### config.mk
export PLATFORM = sky130hd
export DESIGN_NAME = fnd_scan_controller
export DESIGN_NICKNAME = d
export VERILOG_FILES = /design/src/rtl/fnd_pkg.sv /design/src/rtl/fnd_bin2bcd.sv /design/src/rtl/fnd_scan_controller.sv
export SDC_FILE = /design/constraint.sdc
export NUM_CORES = 1
export LEC_CHECK = 0
export ABC_AREA = 1
export CORE_AREA = 2 2 85 87
export DETAILED_ROUTE_END_ITERATION = 10
export DIE_AREA = 0 0 87 89
export GPL_TIMING_DRIVEN = 0
export PLACE_DENSITY = 0.74
export SLEW_MARGIN = 30
export SYNTH_ARGS = -nofsm -noshare
export SYNTH_HDL_FRONTEND = slang
export SYNTH_SLANG_ARGS = --single-unit
export TNS_END_PERCENT = 30
### constraint.sdc
create_clock -name i_clk -period 3.18 [get_ports i_clk]
set_input_delay 0.636 -clock i_clk [delete_from_list [all_inputs] [get_ports i_clk]]
set_output_delay 0.636 -clock i_clk [all_outputs]
set_load 0.02 [all_outputs]
### src/rtl/fnd_pkg.sv
// Shared constants, FSM encoding and the double-dabble step for the FND scan block.
package fnd_pkg;

    localparam int NUM_DIGITS = 4;
    localparam int BCD_W      = 4;
    localparam int BIN_W      = 14;
    localparam int BCD_TOT_W  = NUM_DIGITS * BCD_W;

    localparam logic [BIN_W-1:0] MAX_VALUE = 14'd9999;

    typedef enum logic [0:0] {
        ST_IDLE  = 1'b0,
        ST_SHIFT = 1'b1
    } conv_state_t;

    // One double-dabble iteration: add 3 to every nibble >= 5, then shift in the next bit.
    function automatic logic [BCD_TOT_W-1:0] dabble_step(input logic [BCD_TOT_W-1:0] b,
                                                         input logic                 in_bit);
        logic [BCD_TOT_W-1:0] a;
        a = b;
        for (int i = 0; i < NUM_DIGITS; i++) begin
            if (a[i*BCD_W +: BCD_W] >= 4'd5)
                a[i*BCD_W +: BCD_W] = a[i*BCD_W +: BCD_W] + 4'd3;
        end
        return {a[BCD_TOT_W-2:0], in_bit};
    endfunction

endpackage

### src/rtl/fnd_bin2bcd.sv
// Serial binary-to-BCD converter. The first shift happens on the start edge, so all
// BIN_W shifts are done after BIN_W-1 further cycles and done pulses for one cycle.
module fnd_bin2bcd
    import fnd_pkg::*;
(
    input  logic                 clk,
    input  logic                 rst_n,
    input  logic                 start,
    input  logic [BIN_W-1:0]     bin,
    output logic                 busy,
    output logic                 done,
    output logic [BCD_TOT_W-1:0] bcd
);

    conv_state_t      state;
    logic [BIN_W-1:0] sr;
    logic [3:0]       cnt;

    // Conversion FSM: IDLE -> SHIFT (one bit per cycle) -> IDLE with a done pulse.
    always_ff @(posedge clk) begin
        if (!rst_n) begin
            state <= ST_IDLE;
            sr    <= '0;
            cnt   <= '0;
            bcd   <= '0;
            busy  <= 1'b0;
            done  <= 1'b0;
        end else begin
            done <= 1'b0;
            case (state)
                ST_IDLE: begin
                    if (start) begin
                        bcd   <= dabble_step('0, bin[BIN_W-1]);
                        sr    <= {bin[BIN_W-2:0], 1'b0};
                        cnt   <= 4'd1;
                        busy  <= 1'b1;
                        state <= ST_SHIFT;
                    end
                end
                ST_SHIFT: begin
                    bcd <= dabble_step(bcd, sr[BIN_W-1]);
                    sr  <= {sr[BIN_W-2:0], 1'b0};
                    cnt <= cnt + 4'd1;
                    if (cnt == 4'(BIN_W-1)) begin
                        busy  <= 1'b0;
                        done  <= 1'b1;
                        state <= ST_IDLE;
                    end
                end
                default: state <= ST_IDLE;
            endcase
        end
    end

endmodule

### src/rtl/fnd_scan_controller.sv
// Four-digit FND scan controller: prescaled digit scan, atomic display update from
// the serial converter, overflow clamp and leading-zero blanking. All outputs registered.
module fnd_scan_controller
    import fnd_pkg::*;
#(
    parameter int CLK_HZ  = 100_000_000,
    parameter int SCAN_HZ = 1000
) (
    input  logic             i_clk,
    input  logic             i_reset_n,
    input  logic [13:0]      i_value,
    input  logic             i_load,
    input  logic             i_lz_blank,
    output logic             o_busy,
    output logic             o_overflow,
    output logic [1:0]       o_digitSelect,
    output logic [3:0]       o_bcd,
    output logic             o_blank
);

    localparam int              DIV     = CLK_HZ / SCAN_HZ;
    localparam int              PW      = $clog2(DIV);
    localparam logic [PW-1:0]   PRE_MAX = PW'(DIV - 1);

    logic [PW-1:0]                          presc;
    logic                                   tick;
    logic [1:0]                             sel_nxt;
    logic [NUM_DIGITS-1:0][BCD_W-1:0]       disp;
    logic [NUM_DIGITS-1:0][BCD_W-1:0]       disp_nxt;
    logic [NUM_DIGITS-1:0]                  zero_above;
    logic                                   blank_nxt;
    logic                                   ovf_pend;
    logic                                   accept;
    logic                                   commit;
    logic                                   conv_busy;
    logic                                   conv_done;
    logic [BCD_TOT_W-1:0]                   conv_bcd;

    assign accept = i_load & ~o_busy & ~conv_busy;
    assign commit = conv_done & o_busy;

    fnd_bin2bcd u_bin2bcd (
        .clk   (i_clk),
        .rst_n (i_reset_n),
        .start (accept),
        .bin   (i_value),
        .busy  (conv_busy),
        .done  (conv_done),
        .bcd   (conv_bcd)
    );

    // Next-state view of scan index and display so a coinciding tick+commit shows new data.
    always_comb begin
        tick     = (presc == PRE_MAX);
        sel_nxt  = tick ? o_digitSelect + 2'd1 : o_digitSelect;
        disp_nxt = disp;
        if (commit)
            disp_nxt = ovf_pend ? {NUM_DIGITS{4'd9}} : conv_bcd;
        zero_above[NUM_DIGITS-1] = (disp_nxt[NUM_DIGITS-1] == '0);
        for (int n = NUM_DIGITS - 2; n >= 0; n--)
            zero_above[n] = zero_above[n+1] & (disp_nxt[n] == '0);
        blank_nxt = i_lz_blank && (sel_nxt != 2'd0) && zero_above[sel_nxt];
    end

    // Prescaler and digit scan counter.
    always_ff @(posedge i_clk) begin
        if (!i_reset_n) begin
            presc         <= '0;
            o_digitSelect <= 2'd0;
        end else begin
            presc         <= tick ? '0 : presc + 1'b1;
            o_digitSelect <= sel_nxt;
        end
    end

    // Load handshake, overflow capture and atomic display commit.
    always_ff @(posedge i_clk) begin
        if (!i_reset_n) begin
            disp       <= '0;
            o_busy     <= 1'b0;
            o_overflow <= 1'b0;
            ovf_pend   <= 1'b0;
        end else begin
            disp <= disp_nxt;
            if (accept) begin
                o_busy   <= 1'b1;
                ovf_pend <= (i_value > MAX_VALUE);
            end else if (commit) begin
                o_busy     <= 1'b0;
                o_overflow <= ovf_pend;
            end
        end
    end

    // Registered digit code and blank drive.
    always_ff @(posedge i_clk) begin
        if (!i_reset_n) begin
            o_bcd   <= 4'd0;
            o_blank <= 1'b1;
        end else begin
            o_bcd   <= disp_nxt[sel_nxt];
            o_blank <= blank_nxt;
        end
    end

endmodule

; Word level (Yosys, flattened, before mapping)
; Index checks and enable logic that the tools add are counted.
[classes]
add_sub_neg = 7
order_cmp = 6
n_eq_ne = 4
muxes = 26
n_bitwise = 11
n_reduce_logical = 12
[ops]
columns = operator, n
row1 = two-way mux 16 bit, 3
row2 = case mux 16 bit (2 select lines), 1
row3 = case mux 14 bit (2 select lines), 1
row4 = two-way mux 4 bit, 5
row5 = adder 17 x 1 -> 17 bit (second input constant), 1
row6 = equality test 17 bit (second input constant), 1
row7 = >= comparator 4 x 3 -> 1 bit (second input constant), 4
row8 = zero test 4 bit, 4
row9 = greater-than comparator 14 bit (second input constant), 1
row10 = two-way mux 14 bit, 1
row11 = adder 4 x 2 -> 4 bit (second input constant), 3
row12 = binary-select mux 4 bit (select 2 bit), 1
row13 = two-way mux 1 bit, 8
row14 = case mux 4 bit (2 select lines), 1
row15 = AND 1 bit, 6
row16 = AND reduction 2 bit, 3
row17 = NOT 1 bit, 5
row18 = adder 4 x 1 -> 4 bit (second input constant), 1
row19 = equality test 4 bit (second input constant), 1
row20 = != test 2 bit (second input constant), 2
row21 = case mux 1 bit (2 select lines), 2
row22 = nonzero test 2 bit, 2
row23 = adder 3 x 2 -> 3 bit (second input constant), 1
row24 = less-than comparator 2 x 3 -> 1 bit (second input constant), 1
row25 = other kinds (6), 7
[word_totals]
reg_bits = 80
inputBits = 18
out_inout_bits = 9
elab_cells = 83

; Depth between registers and ports, before layout
; Gate-level depths: netlist (run 1).
[depth]
ltp_word = 9
mapped_depth = 12
mapped_depth_nobuf = 11

; Modules after synthesis
; Synthesis (run 1) repeated with hierarchy kept, for this count alone.
[unflattened]
cells_unflattened = 546
area_unflattened_um2 = 4002.6
[by_module_without_submodules]
columns = mod, instances, cells_per_inst, area_each_um2, seq_area_each_um2
row1 = fnd_scan_controller, 1, 270, 2093.3, 860.8
row2 = fnd_bin2bcd, 1, 276, 1909.3, 720.7

; Least setup slack after synthesis (run 1)
; Ideal clock, no wire load.
[synth_timing]
path_type = reg2reg
startpoint = register presc[0]
endpoint = register o_bcd[2]
setup_time_ps = 132
arrival_time_ps = 1422
t_required_ps = 3048
setup_slack_ps = 1626
path_stages_with_launch = 12
n_path_buf = 1
synth_period_minus_slack_ps = 1554
cell_sequence = dfxtp_1 ha_1 nand2_2 nor2_4 nand2_1 nor2_2 nand3_2 buf_6 nand2_1 nand2_1 nand3_1 a21oi_1
[synth_via]
elab_chain_cells = 4
[synth_lines]
columns = item, line
row1 = "start, declared", fnd_scan_controller.sv:25  ; logic [PW-1:0] presc;
row2 = "start signal, assigned", fnd_scan_controller.sv:71  ; presc <= tick ? '0 : presc + 1'b1;
row3 = equality test 17 bit, fnd_scan_controller.sv:54  ; tick = (presc == PRE_MAX);
row4 = two-way mux 2 bit, fnd_scan_controller.sv:55  ; sel_nxt = tick ? o_digitSelect + 2'd1 : o_digitSelect;
row5 = binary-select mux 4 bit (select 2 bit), fnd_scan_controller.sv:101  ; o_bcd <= disp_nxt[sel_nxt];
row6 = two-way mux 4 bit (implied by the code), fnd_scan_controller.sv:101
row7 = "end signal, assigned", fnd_scan_controller.sv:101
row8 = "end, declared", fnd_scan_controller.sv:17  ; output logic [3:0] o_bcd,
; Every way passes these cells. The select of a mux whose other input is x is not followed.
; A chain may end at the register's enable or synchronous reset.

; Final worst setup path (run 1)
[layout_timing]
startpoint = register o_digitSelect[1]
endpoint = output o_digitSelect[1]
[layout_lines]
columns = item, line
row1 = "start, declared", fnd_scan_controller.sv:16  ; output logic [1:0] o_digitSelect,
row2 = "start signal, assigned", fnd_scan_controller.sv:72  ; o_digitSelect <= sel_nxt;
; No word-level cell between the ends.

==> metrics.cfg, run 1 <==
[floorplan]
die_x_um=87
die_y_um=89
core_sq_um=6719
dieArea_sq_um=7743
ioPinCount=27
rows=30
initial_core_util=0.5453

[synthesis]
synth_xor_area_frac=0.01434
syn_inst=507
syn_nets=536
synth-compound-area-share=0.1397
ys_types=33
syn_area_per_cell_sq_um=7.226
yosys.area.top_type=dfxtp_1
yosys.area_share.simple=0.3002
synth_top_area_frac=0.4317
synth_mux_area_frac=0
yosys_warnings=0
ys_seq_area_frac=0.4317
ys_ff_latch=79
synthAdderAreaFrac=0.03757
syn_area_sq_um=3664
synth_top_family_by_area=simple AND/OR/NAND/NOR gates
synth.area.top_cells=dfxtp_1 43%, nand2_1 13%, nand3_1 5.7%, a21oi_1 5.5%, nor2_1 5.0%

[placed_design]
place_area_sq_um=4024
hpwl_um=5976
gp_congestion=0.8733
port_buffers=26
place_inst=613

[critical_path]
cp-end-kind=output port
crit_chain=clkdlybuf4s50_1
critical_path.max_fanout=6
required_ns=2.54
critPathLaunchType=flop
cp_top_family=buffers and inverters
slowest_stage=clkdlybuf4s50_1
cp_slowest_stage_delay_ns=0.66
cp.arrival_ns=1.48
crit_buf_inv=1
critical_path_class=reg -> out

[route]
drt.antenna.violating_nets=0
routedWlPerCell_um=13.24
drt_iter0_markers=193
drc=0
routed_wl_um=8328
first_pass_iters=6
num_vias=3378
vias_per_cell=5.370

[timing]
finalSetupViolations=0
finalSetupTns_ns=0
post-route-period-util=0.6641
hold_viol_final=0
max_freq_ghz=0.4735
tightest_slew_ns=0.5976
max-slew-margin-rel=0.6016
finalMaxSlewViolations=0
period_needed_ns=2.112
clock_skew_ns=0.009610
rsz0062_at_grt=false

[cts]
cts.sinks=79
cts_buffers=9
cts-root-buf=clkbuf_8
htree_levels=3
path_clk_slew_ns=0.09
cts_hold_buf=0
cts_buffer_depth=2
tritoncts=done
cts-resized-gates=0
cts_setup_buffers=0
clock_latency_ns=0.36

[global_routing]
grt_start_max_net_pins=15
antenna_found_initial=0
grt_overflow_total=0
grt_pass1_wl_um=14260
track_usage=0.2357
first_global_vias=3137

[power]
leakagePower_nw=1.556
vdd_drop_max_uv=298.0
powerDensity_nw_per_um2=463.9
finalPower_mw=1.962

[cells_and_area]
num_antenna_cells=0
nFillCells=607
seqCellArea_sq_um=1582
final_net_count=573
post_route_cells_drive_above_1_share=0.07468
stdcell_count=629
multiInputGateArea_sq_um=1802
area_delta_synth_final_pct=15.47
finalInstanceArea_sq_um=4230

[outcome]
status=finished clean

[run]
cap_violations=0

[min_path]
hp-class=reg -> reg

[layout by cell type (no fill, tap or decap)]
cell	n
nand2_1	122
dfxtp_1	79
nor2_1	49
inv_1	48
nand3_1	42
a21oi_1	40
clkdlybuf4s50_1	26
o21ai_0	18
nand4_1	14
a31oi_1	13
clkbuf_1	11
ha_1	11
clkbuf_8	10
o22ai_1	9
nor3_1	6
a22oi_1	6
nand2_2	5
inv_2	5
xor2_1	4
clkinvlp_4	4
nor2_4	3
nor2_2	3
buf_2	2
nand3_2	2
buf_4	2
xnor2_1	2
o21a_1	2
or2_2	1
nor3b_1	1
buf_1	1
buf_6	1
nor4_1	1
o211ai_1	1
o31ai_1	1
or2_0	1
a21oi_2	1
inv_6	1
bufinv_16	1
[final timing paths]
check | cells past startpoint | from | slack (ns) | endpoint
hold / removal | 2 | u_bin2bcd.sr[1]$_SDFFE_PN0P_ | 0.47 | u_bin2bcd.sr[1]$_SDFFE_PN0P_
hold reg to reg | 2 | u_bin2bcd.sr[1]$_SDFFE_PN0P_ | 0.47 | u_bin2bcd.sr[1]$_SDFFE_PN0P_
setup reg to reg | 11 | presc[0]$_SDFF_PP0_ | 1.43 | o_bcd[0]$_SDFF_PN0_
setup / recovery | 1 | o_digitSelect[1]$_SDFF_PN0_ | 1.07 | o_digitSelect[1]
[power by group]
part	switching [mW]	internal, mW
Clock	0.382	0.386
Combinational	0.102	0.0571
Sequential	0.0201	1.01
[kinds of logic (layout without fill, tap and decap cells)]
| family | count (synthesis) | after routing |
|---|---|---|
| AOI/OAI and AO/OA | 91 | 91 |
| and+or+nand+nor | 250 | 250 |
| xor gates and xnor gates | 6 | 6 |
| buffers and inverters | 70 | 112 |
| adders and majority gates | 11 | 11 |
| DFF | 79 | 79 |
[stage by stage]
step / hold WS, ns / util / setup slack (ns)
2_1_floorplan: 0.4398 / - / 1.626
3_5_place_dp: 0.4639 / 0.5989 / 0.8391
3_3_place_gp: 0.4565 / 0.5989 / 0.8434
4_1_cts: 0.4730 / 0.6296 / 1.062
5_1_grt: 0.4953 / 0.6296 / 1.028
6_report: 0.4736 / 0.6296 / 1.068
[flip-flops by register name (all words and copies together), names as in the netlist, 2 cells and up]
register	count
o_digitSelect	2
disp	16
u_bin2bcd.cnt	4
presc	17
o_bcd	4
u_bin2bcd.sr	13
u_bin2bcd.bcd	16
[synth_stat cells]
cell type  number
o22ai_1         9
or2_0           1
nand2_2         5
buf_6           1
buf_2           2
nand2_1       122
nand3_2         2
o211ai_1        1
nand4_1        14
o21a_1          2
a31oi_1        13
xor2_1          4
ha_1           11
nor3_1          6
o31ai_1         1
nor2_4          3
inv_2           5
o21ai_0        18
nor2_2          3
a22oi_1         6
buf_1           1
inv_1          48
nor4_1          1
a21oi_1        40
a21oi_2         1
or2_2           1
nor2_1         49
dfxtp_1        79
xnor2_1         2
nor3b_1         1
buf_4           2
nand3_1        42
clkbuf_1       11
[routing by layer]
layer  vias up  GRT usage  share of wire
met5         -          0              0
met4         0     0.1179          0.017
met1      1546     0.3107           0.47
met3        12    0.03416          0.045
met2        72     0.3796           0.47
li1       1748          -              -
[layout make-up]
cell class / instances / area share
tap: 80 / 0.02366
timing repair buffer: 26 / 0.06152
inverter: 53 / 0.04703
clock inverter: 6 / 0.01627
clock buffer: 10 / 0.03253
sequential: 79 / 0.3739
multi-input combinational: 358 / 0.4259
buffer: 17 / 0.01923
(Power assumes the default switching activity.)
==> run 2, diff against run 1 <==
- clock period: 3.18 -> 2 ns (I/O delays scaled with it)
==> results of run 2 <==
The final DEF is identical to that of run 1. Status: finished clean.
Among the figures that moved: setup slack after placement 0.8391 ns -> -0.1049 ns; setup slack after layout 1.068 ns -> 0.1240 ns; register-to-register setup slack 1.43 ns -> 0.25 ns; total power 1.962 mW -> 3.120 mW; worst IR drop on VDD 298.0 uV -> 473.7 uV
==> run 3, diff against run 2 <==
- CORE_AREA: 2 2 85 87 -> 2 2 83 85
- DIE_AREA: 0 0 87 89 -> 0 0 85 87
- PLACE_DENSITY: 0.74 -> 0.77
==> metrics.cfg, run 3 (synthesized netlist as in run 1, its figures left out) <==
[cells_and_area]
nFillCells=611
stdcell_count=629
top_register=presc
largestRegisters=presc x17, disp x16, u_bin2bcd.bcd x16
layout_commonest_cell=nand2_1
num_antenna_cells=0
final_net_count=573
final_cell_mix=122 x nand2_1, 79 x dfxtp_1, 49 x nor2_1
area_delta_synth_final_pct=15.54
post_route_cells_drive_above_1_share=0.07286
largest_register_ffs=17

[route]
drc=0
routedWlPerCell_um=12.84
num_vias=3405
routed_wl_um=8074
drt_iter0_markers=187
first_pass_iters=5
vias_per_cell=5.413
drt.antenna.violating_nets=0

[global_routing]
antenna_found_initial=0
first_global_vias=3136
grt_start_max_net_pins=13
use_met1=0.2960
grt_pass1_wl_um=13810
busiest_layer=met2
track_usage=0.2320
grt_overflow_total=0
grt_util_met2=0.3963
grt_use_met3=0.03697

[critical_path]
required_ns=1.60
critical_path_class=reg -> out
critical_path.max_fanout=6
crit_buf_inv=1
slowest_stage=clkdlybuf4s50_1
cp_top_family=buffers and inverters
cp_slowest_stage_delay_ns=0.65
cp-end-kind=output port
crit_chain=clkdlybuf4s50_1
critPathLaunchType=flop
cp.arrival_ns=1.46

[run]
cap_violations=0

[timing]
finalSetupViolations=0
tightest_slew_ns=0.5894
hold_slack_ns=0.4776
finalMaxSlewViolations=0
hold_viol_final=0
period_needed_ns=1.857
max-slew-margin-rel=0.6071
max_freq_ghz=0.5386
clock_skew_ns=0.01054
finalSetupTns_ns=0
rsz0062_at_grt=false
post-route-period-util=0.9283
fin_ws_ns=0.1434

[floorplan]
ioPinCount=27
initial_core_util=0.5577
die_y_um=87
die_x_um=85
rows=30
dieArea_sq_um=7395
core_sq_um=6569

[cts]
cts_setup_buffers=0
cts.sinks=79
htree_levels=3
cts-resized-gates=0
cts_buffer_depth=2
cts_hold_buf=0
cts_buffers=9
cts-root-buf=clkbuf_8
clock_latency_ns=0.35
tritoncts=done
path_clk_slew_ns=0.08

[placed_design]
place_inst=613
gp_congestion=0.8392
hpwl_um=6050
place_ws_ns=-0.1694
port_buffers=26

[min_path]
hp-class=reg -> reg

[outcome]
status=finished clean

[power]
vdd_drop_max_uv=492.4
leakagePower_nw=1.575
powerDensity_nw_per_um2=739.1

-- run 3: worst reg2reg max path, stage by stage (launching register included) --
cell and delay, ns:
dfxtp_1 0.39, ha_1 0.22, nand2_2 0.09, nor2_4 0.13
nand2_1 0.08, nor2_2 0.14, nand3_2 0.11, buf_6 0.16
nand2_1 0.05, nand2_1 0.11, nand3_1 0.11, a21oi_1 0.06
-- run 3: worst paths after layout --
kind / cells after the start / slack [ns] / endpoint / startpoint
worst max-delay path: 1 / 0.14 / o_digitSelect[1] / o_digitSelect[1]$_SDFF_PN0_
worst min-delay path: 2 / 0.48 / u_bin2bcd.sr[8]$_SDFFE_PN0P_ / u_bin2bcd.sr[8]$_SDFFE_PN0P_
worst max register to register: 11 / 0.20 / o_bcd[1]$_SDFF_PN0_ / presc[0]$_SDFF_PP0_
worst min register to register: 2 / 0.48 / u_bin2bcd.sr[8]$_SDFFE_PN0P_ / u_bin2bcd.sr[8]$_SDFFE_PN0P_
-- run 3: cell type report --
class / count / area [sq um] / share of cell area
multi-input cells: 358 / 1802 / 0.4257
flip-flops and latches: 79 / 1582 / 0.3736
repair buffers: 26 / 260.3 / 0.06148
inverters: 53 / 198.9 / 0.04700
clock buffers: 13 / 168.9 / 0.03991
well taps: 80 / 100.1 / 0.02365
plain buffers: 17 / 81.33 / 0.01921
clock inverters: 3 / 40.04 / 0.009459
-- run 3: through the flow --
stage	utilization	instance area, sq um	total power, mW
final	0.6444	4233	3.128
after floorplan	-	3664	1.827
after CTS	0.6444	4233	3.145
after global placement	0.6126	4024	1.923
after detailed placement	0.6126	4024	1.929
after global routing	0.6444	4233	3.245
-- run 3: where the power goes --
group          total, mW  internal (mW)  leakage, nW  switching (mW)
clock               1.23          0.676        0.109           0.559
sequential          1.64           1.61        0.640          0.0304
combinational      0.249         0.0912        0.825           0.158
-- run 3: routing by layer --
layer | part of all wire | vias to the layer above | wire (um)
met5 | 0 | - | 0
met2 | 0.48 | 80 | 3882
met4 | 0.011 | 0 | 92
met1 | 0.47 | 1563 | 3760
li1 | - | 1754 | -
met3 | 0.042 | 8 | 338
==> patch: new RTL, config.mk and constraints of run 2 <==
The parameter `CLK_HZ` goes from 100_000_000 to 50_000_000.
--- a/src/rtl/fnd_scan_controller.sv
+++ b/src/rtl/fnd_scan_controller.sv
@@ -5,3 +5,3 @@
 #(
-    parameter int CLK_HZ  = 100_000_000,
+    parameter int CLK_HZ  = 50_000_000,
     parameter int SCAN_HZ = 1000
Function: no difference found for any inputs over 10 cycles, from zero or initial values and one cycle with i_reset_n low; that may be too few to reach the edited logic, so the function may still have changed.
==> patch against run 2 <==
- setup slack improved by 0.014 ns
- sequential cell count fell by 1
- total power is 1.2% lower
- first-iteration DRC count rose by 32%
- sequential share of layout area fell by 0.66 points
- synthesized cell count shrank 2.2%
- critical endpoint is now o_digitSelect[0]
- area after synthesis grew 0.75%
- wire length fell by 0.12%
- combinational power is 2% higher
- cell area is 0.50% higher
==> patch: results (changes against run 2) <==
Outcome
The flow ran to the end, and the final reports show no timing, DRC or antenna violations.

Route
The detailed-route wire length was 8.32 mm (-0.12%). The number of vias in the routed layout came to 3,340 (-1.1%). The ratio of routed vias to standard cells is 5.40 (+0.63%).

The number of iterations in the first detailed-routing pass is 5 (-1). The first-iteration detailed-routing DRC count was 254 (+32%).

Layout
The fraction of final layout cells with drive strength greater than 1 is 10.2% (+2.8 points). The largest registers in the layout are disp x16, presc x16, u_bin2bcd.bcd x16. The total inserted antenna cells is 0 (unchanged). The total number of nets in the final design was 562 (-1.9%).

Power and ir drop
The sequential cell power is 0.00162 W. The cell area power density is 725 nW/um2 (-1.7%). The leakage power summed over all cells is 1.65 nW (+5.8%). The largest voltage drop on the vdd net is 0.424 mV (-11%).

The switching share of total power is 24.5% (-1.2 points).

STA
The worst max-slew margin expressed relative to the limit is 52.8% (-7.4 points). The portion of the clock cycle consumed by the worst path in the final layout is 93.1% (-0.72 points). The worst setup skew after layout is 0.00861 ns (-0.000997 ns). The smallest hold slack is 0.469 ns (-0.00432 ns).

GRT
The largest net degree at the start of global routing was 13 (-2). The initial antenna violation count is 0 (unchanged). The total global-route track usage is 22.9% (-0.67 points). The via count of the first global-routing pass is 3,033 (-3.3%). The first-pass GRT wire length is 13.8 mm (-3.0%).

Setup path
The minimum setup slack among reg-to-reg paths is 0.37 ns (+0.12 ns). The peak fanout along the critical path is 5 (-1). The worst endpoint data arrival time is 1.46 ns (-0.02 ns).

Logic synthesis
By area the synthesized netlist is led by sky130_fd_sc_hd__dfxtp_1, sky130_fd_sc_hd__nand2_1, sky130_fd_sc_hd__nor2_1, sky130_fd_sc_hd__nand3_1, sky130_fd_sc_hd__a21oi_1. The sequential cell area fraction in the yosys report is 42.3% (-0.86 points). The adder-cell area share of the yosys netlist is 3.73% (-0.028 points).

The fraction of the mapped netlist area in compound gates is 12.7% (-1.2 points). The net count after synthesis is 525 (-2.1%). The post-synthesis xor/xnor area fraction is 2.61% (+1.2 points). The fraction of synthesis flops using an asynchronous set or reset pin is 0% (unchanged). The count of mapped cells out of synthesis is 496 (-2.2%). Ranked by instance count, the synthesized netlist is headed by sky130_fd_sc_hd__nand2_1, sky130_fd_sc_hd__dfxtp_1, sky130_fd_sc_hd__nor2_1. The number of distinct library cell variants in the gate-level netlist after synthesis is 40 (+21%). The synthesis warning total is 0 (unchanged).

Place
The routability congestion estimate from global placement is 0.832 (-4.7%). The total cell area at the placement stage is 4050 um2 (+0.68%). The post-place setup slack is -0.115 ns (-0.00965 ns). The number of placed cells counting well taps is 602 (-1.8%). The placed wire-length estimate after detailed placement was 5.98 mm (+0.11%).

Clock tree
The CTS clock-pin slew for the worst setup and hold paths is 0.07 ns (-0.02 ns).
-- patch: per-layer routing --
metal | part of all wire, % | routed length (um) | up-vias | global-route usage, %
met5 | 0 | 0 | - | 0
met4 | 2.5 | 210 | 0 | 10.7
met3 | 4.8 | 402 | 15 | 3.88
met2 | 47 | 3920 | 99 | 38.5
met1 | 46 | 3790 | 1533 | 28.8
li1 | - | - | 1693 | -
-- patch: final timing paths --
check | cells past startpoint | from | end
setup reg to reg | 8 | presc[0] | presc[12]
hold reg to reg | 2 | u_bin2bcd.sr[1] | u_bin2bcd.sr[1]
setup / recovery | 1 | o_digitSelect[0] | o_digitSelect[0]
hold / removal | 2 | u_bin2bcd.sr[1] | u_bin2bcd.sr[1]
-- patch: cell type report --
class                           count  area (um2)
Fill cell                         601        2470
Multi-Input combinational cell    348        1830
Sequential cell                    78        1560
Timing Repair Buffer               26         260
Inverter                           53         205
Clock buffer                       12         155
Tap cell                           80         100
Buffer                             17        90.1
Clock inverter                      4        45.0
